==> src/rtl/piso_serializer.sv <==
// ---------------------------------------------------------------------------
// piso_serializer
//
// Parallel-in, serial-out serializer. Takes an N-bit word over a valid/ready
// handshake and shifts it out one bit per enabled clock, LSB first. A
// downstream right-shift SIPO with its serial input driven from sout collects
// the word back in its original bit order after N enabled edges.
//
// Ports:
//   clk         in   rising-edge clock
//   reset       in   asynchronous, active-high reset
//   din         in   [N-1:0] word to transmit, sampled only on accept
//   load_valid  in   producer presents a word on din
//   load_ready  out  serializer can take a word this cycle (combinational)
//   shift_en    in   advance the serial stream by one bit (link pacing)
//   sout        out  serial data bit, LSB of the current word first
//   sout_valid  out  sout carries a valid bit
//   last        out  sout is bit N-1 of the current word
//   busy        out  a word is held and not yet fully shifted
// ---------------------------------------------------------------------------
module piso_serializer #(
  parameter int N = 4
) (
  input  logic         clk,
  input  logic         reset,
  input  logic [N-1:0] din,
  input  logic         load_valid,
  output logic         load_ready,
  input  logic         shift_en,
  output logic         sout,
  output logic         sout_valid,
  output logic         last,
  output logic         busy
);

  localparam int CW = $clog2(N);
  localparam logic [CW-1:0] CNT_LAST = CW'(N - 1);

  typedef enum logic {
    IDLE  = 1'b0,
    SHIFT = 1'b1
  } state_t;

  state_t         state_q, state_d;
  logic [N-1:0]   shreg_q, shreg_d;
  logic [CW-1:0]  cnt_q,   cnt_d;

  logic at_last;
  logic accept;

  // Final bit of the current word is on the wire.
  assign at_last = (state_q == SHIFT) && (cnt_q == CNT_LAST);

  // Ready in IDLE, or on the edge that consumes the final bit so the next
  // word follows with no bubble. Held low while reset is asserted so that a
  // producer never sees a handshake that the reset would swallow.
  assign load_ready = !reset && ((state_q == IDLE) || (at_last && shift_en));
  assign accept     = load_valid && load_ready;

  always_comb begin
    state_d = state_q;
    shreg_d = shreg_q;
    cnt_d   = cnt_q;

    case (state_q)
      IDLE: begin
        if (accept) begin
          shreg_d = din;
          cnt_d   = '0;
          state_d = SHIFT;
        end
      end

      SHIFT: begin
        if (shift_en) begin
          if (at_last) begin
            if (accept) begin
              // Back-to-back reload on the final-shift edge.
              shreg_d = din;
              cnt_d   = '0;
            end else begin
              shreg_d = '0;
              cnt_d   = '0;
              state_d = IDLE;
            end
          end else begin
            shreg_d = {1'b0, shreg_q[N-1:1]};
            cnt_d   = cnt_q + CW'(1);
          end
        end
      end

      default: begin
        state_d = IDLE;
        shreg_d = '0;
        cnt_d   = '0;
      end
    endcase
  end

  always_ff @(posedge clk or posedge reset) begin
    if (reset) begin
      state_q <= IDLE;
      shreg_q <= '0;
      cnt_q   <= '0;
    end else begin
      state_q <= state_d;
      shreg_q <= shreg_d;
      cnt_q   <= cnt_d;
    end
  end

  // Outputs decode straight from registered state, so an asynchronous reset
  // clears them without waiting for a clock edge.
  assign busy       = (state_q == SHIFT);
  assign sout_valid = busy;
  assign sout       = busy && shreg_q[0];
  assign last       = at_last;

endmodule

==> config.mk <==
export PLATFORM = sky130hd
export DESIGN_NAME = piso_serializer
export DESIGN_NICKNAME = d
export VERILOG_FILES = /design/src/rtl/piso_serializer.sv
export SDC_FILE = /design/constraint.sdc
export NUM_CORES = 1
export LEC_CHECK = 0
export CAP_MARGIN = 20
export CELL_PAD_IN_SITES_DETAIL_PLACEMENT = 0
export CELL_PAD_IN_SITES_GLOBAL_PLACEMENT = 1
export CORE_AREA = 2 2 39 41
export CTS_CLUSTER_SIZE = 14
export DETAILED_ROUTE_END_ITERATION = 6
export DIE_AREA = 0 0 41 43
export PLACE_DENSITY = 0.77
export SLEW_MARGIN = 15
export SYNTH_ARGS = -nofsm -noshare
export SYNTH_HDL_FRONTEND = slang
export SYNTH_SLANG_ARGS = --single-unit
==> constraint.sdc <==
create_clock -name clk -period 2.6 [get_ports clk]
set_input_delay 0.39 -clock clk [delete_from_list [all_inputs] [get_ports clk]]
set_output_delay 0.39 -clock clk [all_outputs]
set_load 0.1 [all_outputs]
==> flow_summary.yaml <==
status:
  status: "completed"
finish:
  final_cell_mix: "7 x o21ai_0, 7 x dfrtp_1, 7 x clkdlybuf4s50_1"
  syn2layout_area_growth_pct: 41.3
  instances_no_fill: 70
  nets: 64
  final_layout_size_suffix_gt1_share_pct: 24.1
  diodes: 0
  design_area_um2: 548
  fin_util_pct: 39.6
run:
  maxCapViolations: 0
sta:
  hold_violations: 0
  finalSetupViolations: 0
  period_needed_ps: 1800
  fin_ws_ps: 795
  holdWs_ps: 472
  drv_slew: 0
  rsz0062_at_grt: "false"
  relSlewSlack_pct: 79.2
  fin_crit_sh_pct: 69.4
  fin_tns_setup_ps: 0
  worst_pin_slew_ps: 309
  fmax_ghz: 0.554
  fin_skew_ps: 5.09
route:
  vias: 350
  first_pass_iters: 4
  antenna_left: 0
  drt-wirelength-per-cell_um: 13.1
  drc: 0
  via_per_inst: 5.00
  dr.first_iter.drc_count: 5
  wl_um: 914
clock_tree:
  cts_setup_buffers: 0
  htreeDepth: 1
  cts-root-buf: "clkbuf_4"
  clock-sinks: 7
  cts-buffers-inserted: 3
  cts_tree: "done"
  clock_latency_ps: 250
  clk_path_buf_depth: 2
  clk_pin_slew_ps: 60
  ctsResizeCount: 0
  ctsHoldBuffers: 0
synth:
  synth-seq-cells: 7
  synth_cell_type_count: 20
  synth_cells: 40
  synthesis.area_um2: 388
  ys_seq_area_share_pct: 45.2
  avgSynthCellArea_um2: 9.70
  ys_warn_count: 0
  syn-num-nets: 49
placement:
  gp_congestion: 0.741
  place_area_um2: 522
  dp_slack_ps: 759
  numPortBuffers: 12
  dp.final_hpwl_um: 650
  place_inst: 66
worst_hold_path:
  hold_class: "input pin to async pin"
global_route:
  grt_usage_pct: 12.7
  grt.busiest_layer: "met2"
  grt_pass1_vias: 358
  grt_max_degree: 11
  grt_util_met3_pct: 3.14
  grt_pass1_wl_um: 1520
  grt_overflow: 0
  grt_use_met1_pct: 16.0
  antenna_found_initial: 0
  use_met2_pct: 18.4
die:
  die_width_um: 41
  die_area_um2: 1760
  die_h_um: 43
  initial_core_util_pct: 28.0
  core_region_area_um2: 1380
  io_pins: 13
  placementRows: 14
setup_path:
  crit_path_end: "load_ready"
  path_max_fanout: 4
  critPathKind: "input pin to primary output"
  startpoint: "shift_en"
  end_kind: "primary output"
  required_ps: 2210
  rr_endpoint: "cnt_q[1]$_DFFE_PP0P_"
  r2r_cells: 3
  ff2ff_setup_slack_ps: 1100
  reg2reg_from: "busy$_DFF_PP0_"
  start_kind: "input pin"
  worstPathArrival_ps: 1410
power_and_ir_drop:
  power.total_uw: 785
  ir_drop_uv: 779
  powerDensity_nw_per_um2: 1430
  power.leakage_nw: 0.244
-- cell usage after synthesis, drive strengths merged --
cell type	number	area (µm²)
and2	2	16.3
or3b	1	8.76
inv	3	11.3
buf	2	12.5
nand3	2	10.0
a21oi	1	5.00
and4b	1	10.0
o41ai	1	8.76
ha	1	12.5
nand2	3	11.3
nor2	1	3.75
a22o	1	10.0
dfrtp	7	175
a32oi	1	8.76
nor2b	2	12.5
o21ai	7	35.0
a32o	1	10.0
a2bb2oi	3	26.3
-- worst min-delay path by stage --
stage	slack [ps]	cells after the start	from	end
2_1_floorplan	200	1	reset	busy$_DFF_PP0_
3_5_place_dp	490	1	cnt_q[1]$_DFFE_PP0P_	cnt_q[1]$_DFFE_PP0P_
5_1_grt	510	2	reset	busy$_DFF_PP0_
4_1_cts	480	2	reset	busy$_DFF_PP0_
6_report	470	2	reset	busy$_DFF_PP0_
3_3_place_gp	480	1	cnt_q[1]$_DFFE_PP0P_	cnt_q[1]$_DFFE_PP0P_
-- layer usage --
metal	part of all wire [%]	vias to the layer above
li1	-	175
met2	48	11
met3	4.2	0
met1	48	164
met5	0	-
met4	0	0
-- power by group --
| part | leakage (nW) | switching, mW | internal [mW] | total, mW |
|---|---|---|---|---|
| combinational | 0.146 | 0.334 | 0.149 | 0.483 |
| sequential | 0.0828 | 0.0417 | 0.159 | 0.201 |
| clock | 0.0150 | 0.0430 | 0.0587 | 0.102 |
-- critical path: stages --
cell,delay (ps)
clkdlybuf4s50_1,520
nand2_1,100
a21oi_2,200
buf_12,190
-- area by class of cell --
type	instances	area (µm²)
fillers	140	836
flip-flops and latches	7	175
clock buffers	4	26.3
well taps	16	20.0
repair buffers	12	120
multi-input cells	28	195
inverters	3	11.3
-- cells by family (layout without fill, tap and decap cells) --
kind of cell | after synthesis | in the layout | share of synthesized area (%)
flops | 7 | 7 | 45.2
buf+inv | 5 | 19 | 6.13
fa+ha+maj | 1 | 1 | 3.23
compound gates | 15 | 15 | 26.8
simple gates | 12 | 12 | 18.7
-- state kept, by name (all words and copies together) (netlist names) --
name     flops
busy         1
shreg_q      4
cnt_q        2
(Power assumes the default switching activity.)
